File: src/rtl/mul_seq_ctrl.sv
// Sequential WxW multiplier: one 4x4 nibble product per cycle, shifted
// and summed into a 2W-bit accumulator. Optional MUL_SIGNED_EN adds sgn/NEG.
module mul_seq_ctrl #(
  parameter int W = 8
) (
  input  logic           clk,
  input  logic           rst,
  input  logic           in_valid,
  output logic           in_ready,
  input  logic [W-1:0]   a,
  input  logic [W-1:0]   b,
`ifdef MUL_SIGNED_EN
  input  logic           sgn,
`endif
  output logic           out_valid,
  input  logic           out_ready,
  output logic [2*W-1:0] p,
  output logic           busy
);

  localparam int NIB = W / 4;
  localparam int NW  = $clog2(NIB + 1);
  localparam int P   = 2 * W;
  localparam logic [NW-1:0] LAST = NW'(NIB - 1);

`ifdef MUL_SIGNED_EN
  typedef enum logic [1:0] {IDLE, RUN, NEG, DONE} state_t;
`else
  typedef enum logic [1:0] {IDLE, RUN, DONE} state_t;
`endif

  state_t        state_q, state_d;
  logic [W-1:0]  a_r, b_r;
  logic [P-1:0]  acc;
  logic [NW-1:0] ni, nj;
  logic [3:0]    a_nib, b_nib;
  logic [7:0]    pp;
  logic [NW:0]   pos;
  logic [P-1:0]  part;
`ifdef MUL_SIGNED_EN
  logic          neg;
`endif

  // 4x4 nibble multiplier shared by every step; 15*15 fits in 8 bits
  function automatic logic [7:0] mul4(input logic [3:0] x,
                                      input logic [3:0] y);
    return 8'(x) * 8'(y);
  endfunction

  // Select the current nibble pair and place its product at 4*(i+j)
  always_comb begin
    a_nib = 4'(a_r >> {ni, 2'b00});
    b_nib = 4'(b_r >> {nj, 2'b00});
    pp    = mul4(a_nib, b_nib);
    pos   = {1'b0, ni} + {1'b0, nj};
    part  = P'(pp) << {pos, 2'b00};
  end

  // State register
  always_ff @(posedge clk or posedge rst) begin
    if (rst) state_q <= IDLE;
    else     state_q <= state_d;
  end

  // Next state and handshake outputs
  always_comb begin
    state_d   = state_q;
    in_ready  = 1'b0;
    out_valid = 1'b0;
    busy      = 1'b1;
    unique case (state_q)
      IDLE: begin
        in_ready = 1'b1;
        busy     = 1'b0;
        if (in_valid) state_d = RUN;
      end
      RUN: begin
        if (ni == LAST && nj == LAST) begin
`ifdef MUL_SIGNED_EN
          state_d = neg ? NEG : DONE;
`else
          state_d = DONE;
`endif
        end
      end
`ifdef MUL_SIGNED_EN
      NEG: state_d = DONE;
`endif
      DONE: begin
        out_valid = 1'b1;
        if (out_ready) state_d = IDLE;
      end
      default: state_d = IDLE;
    endcase
  end

  // Operand latch, step counters and accumulator
  always_ff @(posedge clk or posedge rst) begin
    if (rst) begin
      a_r <= '0;
      b_r <= '0;
      acc <= '0;
      ni  <= '0;
      nj  <= '0;
`ifdef MUL_SIGNED_EN
      neg <= 1'b0;
`endif
    end else begin
      unique case (state_q)
        IDLE: begin
          if (in_valid) begin
`ifdef MUL_SIGNED_EN
            a_r <= (sgn && a[W-1]) ? -a : a;
            b_r <= (sgn && b[W-1]) ? -b : b;
            neg <= sgn & (a[W-1] ^ b[W-1]);
`else
            a_r <= a;
            b_r <= b;
`endif
            acc <= '0;
            ni  <= '0;
            nj  <= '0;
          end
        end
        RUN: begin
          acc <= acc + part;
          if (ni == LAST) begin
            ni <= '0;
            nj <= nj + NW'(1);
          end else begin
            ni <= ni + NW'(1);
          end
        end
`ifdef MUL_SIGNED_EN
        NEG: acc <= -acc;
`endif
        default: ;
      endcase
    end
  end

  assign p = acc;

endmodule

File: config.mk
export PLATFORM = sky130hd
export DESIGN_NAME = mul_seq_ctrl
export DESIGN_NICKNAME = d
export VERILOG_FILES = /design/src/rtl/mul_seq_ctrl.sv
export SDC_FILE = /design/constraint.sdc
export NUM_CORES = 1
export LEC_CHECK = 0
export BUFFER_PORTS_ARGS = -buffer_cell sky130_fd_sc_hd__buf_2
export CORE_MARGIN = 3
export CORE_UTILIZATION = 45
export DETAILED_ROUTE_END_ITERATION = 7
export GPL_ROUTABILITY_DRIVEN = 0
export SYNTH_ARGS = -nofsm -noshare
export SYNTH_HDL_FRONTEND = slang
export SYNTH_SLANG_ARGS = --single-unit
File: constraint.sdc
create_clock -name clk -period 14.4 [get_ports clk]
set_input_delay 2.16 -clock clk [delete_from_list [all_inputs] [get_ports clk]]
set_output_delay 2.16 -clock clk [all_outputs]
set_load 0.01 [all_outputs]
==> results.cfg, run 1 <==
[status]
status = complete, no violations

[logic_synthesis]
synth-main-ff-cell = dfrtp_1
synth_top_area_share = 0.324
avgSynthCellArea_sq_um = 9.22
netlist_area_sq_um = 2930
syn_inst = 318
synth_area_leader_cell = dfrtp_1
synthArstFlopShare = 1.00
yosysWarnings = 0
synth_nets = 373
synth-seq-cells = 38
yosysSeqAreaShare = 0.324
synth_area_leaders = dfrtp_1 (32%), ha_1 (12%), mux2_2 (10%)
synth_edf_count = 0
ys_types = 47

[clock_network]
insertion_delay_ns = 0.30
cts.sinks = 38
cts_max_path_buffers = 2
post_cts_resized = 0
cts.hold.buffers_added = 0
postCtsSetupBuffers = 0
htreeDepth = 2
root_buffer = clkbuf_8
cts_buffers = 5
clkTransAtPathRegs_ns = 0.09
tritoncts = built

[critical_path]
crit_type = reg2reg
critPathRequiredTime_ns = 14.55
endpoint_kind = flip-flop
crit_arrival_ns = 5.37
critPathLaunchType = flip-flop
rr_worst_depth = 20
path_max_fanout = 9

[route]
vias = 2361
ant_nets = 0
wl_per_cell_microns = 15.0
routed_wl_mm = 6.45
dr.pass1.iters = 5
drc = 0
vias_per_cell = 5.49
first_iter_violations = 140

[sta]
final_hold_viol_count = 0
fin_crit_ns = 5.22
slew_headroom = 0.343
rsz0062_at_grt = false
fin_skew_ns = 0.00996
slew_viol_final = 0
max_freq_mhz = 192
timing.setup.tns_ns = 0
tightest_slew_ns = 0.985
min_period_over_period = 0.363
setup_violations = 0

[placed_design]
dp_hpwl_mm = 4.99
port_buffers = 38

[cells_and_area]
multiInputGateArea_sq_um = 1890
n_antenna_cell = 0
mostFrequentLayoutCell = nand2_1
layout.nets = 409
final_cell_mix = nand2_1 (41), dfrtp_1 (38), buf_2 (38)
final-seq-area_sq_um = 951
final_util = 0.543
area_growth_pct = 13.4
drive_above_1_share = 0.228
fill_cells = 572

[grt]
grt_use_total = 0.195
grt_pass1_wl_mm = 11.6
antenna_found_initial = 0
grt_start_max_net_pins = 39
grt_pass1_vias = 2453
grt_overflow = 0

[floorplanning]
die_x_microns = 86.7
initial_utilization = 0.478
rows = 28
core_sq_um = 6130
dieArea_sq_um = 7520
die_y_microns = 86.7
io_pins = 39

[run]
drv_cap = 0

[worst_hold_path]
hold_class = reg2reg
holdPathStages = 1
## area by class of cell
cell class / count / area share
Inverter: 14 / 0.0158
Clock inverter: 3 / 0.0207
Sequential cell: 38 / 0.286
Clock buffer: 5 / 0.0207
Tap cell: 75 / 0.0282
Multi-Input combinational cell: 255 / 0.567
Timing Repair Buffer: 40 / 0.0617
## state kept, by name, summed over array words and instances (netlist names)
| name | cells |
|---|---|
| p | 16 |
| a_r | 8 |
| b_r | 8 |
| ni | 2 |
| nj | 2 |
| state_q | 2 |
## worst max-delay path: stages (launching register included)
cell and delay (ns):
dfrtp_1 0.49, mux2_2 0.30, nand4_1 0.13, fa_1 0.55, inv_1 0.06, fa_1 0.57, inv_1 0.07, fa_1 0.46
o21ai_0 0.17, a21oi_1 0.10, xnor2_1 0.22, mux2i_1 0.15, nor2_1 0.17, ha_1 0.31, a21oi_1 0.16, o21ai_0 0.21
a211o_1 0.34, o21a_1 0.20, a21boi_1 0.17, xor2_1 0.16, o21ai_0 0.08
## worst paths after layout
check | from | end | slack (ns)
hold reg to reg | b_r[2] | b_r[2] | 0.51
setup / recovery | ni[0] | p[13] | 9.18
min in group asynchronous | rst | state_q[1] | 1.95
max in group asynchronous | rst | a_r[5] | 12.10
hold / removal | b_r[2] | b_r[2] | 0.51
setup reg to reg | ni[0] | p[13] | 9.18
## kinds of logic after synthesis
| logic type | after synthesis | synth area share |
|---|---|---|
| muxes | 28 | 0.107 |
| adders and majority gates | 35 | 0.165 |
| DFF | 38 | 0.324 |
| and+or+nand+nor | 106 | 0.172 |
| AOI/OAI and AO/OA | 69 | 0.149 |
| buffers and inverters | 25 | 0.0324 |
| xor gates and xnor gates | 17 | 0.0508 |
## stage by stage
| step | hold slack (ns) | instance area [sq um] | std cells | setup WS [ns] |
|---|---|---|---|---|
| 6_report | 0.512 | 3330 | 430 | 9.18 |
| 5_1_grt | 0.526 | 3330 | 430 | 8.82 |
| 4_1_cts | 0.508 | 3330 | 430 | 9.22 |
| 3_5_place_dp | 0.488 | 3190 | 422 | 9.28 |
| 3_3_place_gp | 0.483 | 3190 | 422 | 9.20 |
| 2_1_floorplan | 0.458 | 2930 | 318 | 9.70 |
## Yosys cell counts, types with 3 or more instances
library cell   n
xnor2_1        7
nor2_1        26
clkbuf_1      10
ha_1          29
dfrtp_1       38
o211ai_1       3
and2_1         4
xor2_1        10
nand3_1        5
nand4_1        5
o21ai_0       14
o21a_1         3
nor2b_1        5
nor3_1         4
fa_1           6
nand2_1       41
mux2_2        26
a21oi_1       16
inv_1         12
nand2b_1       3
o22ai_1       12
a21o_1         7
## per-layer routing
layer  vias up  GRT usage  share of wire
li1       1199          -              -
met1      1108      0.279           0.51
met2        46      0.302           0.43
met3         8     0.0361          0.040
met4         0     0.0552          0.012
met5         -          0              0
Power of run 1 is left out: the tool's default activity adds up to more than one toggle a clock period on the data nets, which glitch-free logic cannot reach.
==> inputs of run 2 (changes only) <==
ABC_AREA = 1   (was default)
PLACE_DENSITY = 0.67   (was default)
clock period = 4.5 ns   (was 14.4 ns; I/O delays follow)
==> run 2 against run 1 <==
Compared with the run above: critical path depth is 4 higher; synthesized area rose by 3.3%; count of clock-buffer cells in the layout increased by 1; largest cell class unchanged; highest routed layer unchanged.
==> results.cfg, run 2 <==
[status]
status = complete, no violations

[critical_path]
endpoint_kind = flip-flop
crit_type = reg2reg
critPathLaunchType = flip-flop
crit_arrival_ns = 4.54
critPathLaunch = ni[0]
r2r-end = p[15]
critPathRequiredTime_ns = 4.69
rr_worst_depth = 24
reg2reg_from = ni[0]
path_max_fanout = 5
r2r_setup_slack_ns = 0.15

[logic_synthesis]
synth-main-ff-cell = dfrtp_1
yosysSeqAreaShare = 0.314
netlist_area_sq_um = 3030
synth_top_area_share = 0.314
ys_types = 38
synth_edf_count = 0
synth_area_leader_cell = dfrtp_1
avgSynthCellArea_sq_um = 7.27
synthArstFlopShare = 1.00
syn_inst = 417
yosysWarnings = 0
yosysMostFrequentCell = nand2_1
yosys-top-cells-count = nand2_1 (118), nor2_1 (52), inv_1 (48)
synth_nets = 472
synth_area_leaders = dfrtp_1 (31%), nand2_1 (15%), ha_1 (12%)
synth-seq-cells = 38

[cells_and_area]
fill_cells = 623
layout.cells.non_filler = 549
n_antenna_cell = 0
final-seq-area_sq_um = 952
largest_reg_flops = 16
multiInputGateArea_sq_um = 1980
drive_above_1_share = 0.233
layout.nets = 527
area_growth_pct = 18.8
final_cell_mix = nand2_1 (115), nor2_1 (47), inv_1 (46)
mostFrequentLayoutCell = nand2_1

[grt]
grt_use_total = 0.203
grt_start_max_net_pins = 39
grt_pass1_wl_mm = 12.4
grt_pass1_vias = 2766
antenna_found_initial = 0
grt_overflow = 0

[floorplanning]
io_pins = 39
dieArea_sq_um = 7750
die_y_microns = 88.1
rows = 29
die_x_microns = 88.1
initial_utilization = 0.472
core_sq_um = 6420

[placed_design]
dp.cells = 530
port_buffers = 38
dp_hpwl_mm = 5.48

[route]
wl_per_cell_microns = 13.8
vias_per_cell = 5.27
routed_wl_mm = 7.57
drc = 0
dr.pass1.iters = 6
vias = 2895
first_iter_violations = 135
ant_nets = 0

[clock_network]
cts.sinks = 38
root_buffer = clkbuf_8
insertion_delay_ns = 0.30
htreeDepth = 2
tritoncts = built
clkTransAtPathRegs_ns = 0.08
cts_buffers = 5
cts_max_path_buffers = 2

[sta]
setup_violations = 0
fin_skew_ns = 0.00903
slew_viol_final = 0
rsz0062_at_grt = true
min_period_over_period = 0.967
max_freq_mhz = 230
fin_crit_ns = 4.35
slew_headroom = 0.673
tightest_slew_ns = 0.490
final_hold_viol_count = 0

[worst_hold_path]
hold_class = in2async

[run]
drv_cap = 0
==> run 2: repair_timing <==
| item | CTS | global route |
|---|---|---|
| hold buffers | 0 | 0 |
| setup endpoints to repair | 6 | 11 |
| gates cloned | 0 | 0 |
| gates resized for setup | 4 | 30 |
| pin swaps | 1 | 27 |
| endpoints found under the hold margin | 0 | 0 |
| buffers inserted | 1 | 11 |
==> run 2: stage by stage <==
step	utilization	TNS [ns]	hold WS [ns]	worst slack, ns	cell area [sq um]
global route	0.561	-0.966	0.509	-0.210	3600
detailed placement	0.515	-0.222	0.465	-0.105	3310
floorplan	-	0	0.444	0.335	3030
global placement	0.515	-0.00747	0.467	-0.00747	3310
finish	0.561	0	0.478	0.147	3600
CTS	0.531	0	0.484	0.0436	3410
==> run 2: worst max-delay path, cell delays in order (launching register included) <==
cell and delay (ns):
dfrtp_2 0.42, inv_2 0.08, nor2_1 0.06, nor3_2 0.21, nand2_1 0.11, fa_1 0.54, inv_1 0.05, fa_1 0.53
inv_1 0.06, fa_2 0.36, nor2_2 0.11, a211oi_1 0.07, xnor2_1 0.16, mux2i_1 0.20, nor2_1 0.09, ha_1 0.37
nand2_2 0.11, inv_1 0.05, a21oi_2 0.15, nand2_2 0.10, nand2_1 0.07, nand2_1 0.06, nand3b_1 0.16, nand3_1 0.07
nand2_1 0.05
==> run 2: logic make-up (layout without fill, tap and decap cells) <==
kind of cell / after synthesis / in the layout / synth area share
flip-flops: 38 / 38 / 0.314
buffers and inverters: 55 / 110 / 0.0714
AND/OR/NAND/NOR: 219 / 219 / 0.317
adder cells (fa/ha/maj): 35 / 35 / 0.159
AO/OA/AOI/OAI: 64 / 64 / 0.121
multiplexers: 1 / 1 / 0.00330
XOR/XNOR: 5 / 5 / 0.0145
==> run 2: layout make-up <==
type | instances | area share
multi-input cells | 324 | 0.549
flip-flops and latches | 38 | 0.264
repair buffers | 53 | 0.0851
inverters | 50 | 0.0521
well taps | 77 | 0.0268
clock buffers | 6 | 0.0202
clock inverters | 1 | 0.00208
==> run 2: how the worst max path moves through the flow <==
stage,end,slack [ns],depth (start not counted)
after floorplan,p[15],0.33,24
after global placement,p[15],-0.007,22
after detailed placement,p[15],-0.10,22
after CTS,p[15],0.04,22
after global routing,p[15],-0.21,24
final,p[15],0.15,24
==> run 2: layer usage <==
metal | global-route usage | wire length [microns] | up-vias
li1 | - | - | 1467
met1 | 0.263 | 3300 | 1339
met2 | 0.338 | 3710 | 72
met3 | 0.0329 | 374 | 17
met4 | 0.0852 | 179 | 0
met5 | 0 | 0 | -
Power of run 2 is left out for the same reason.
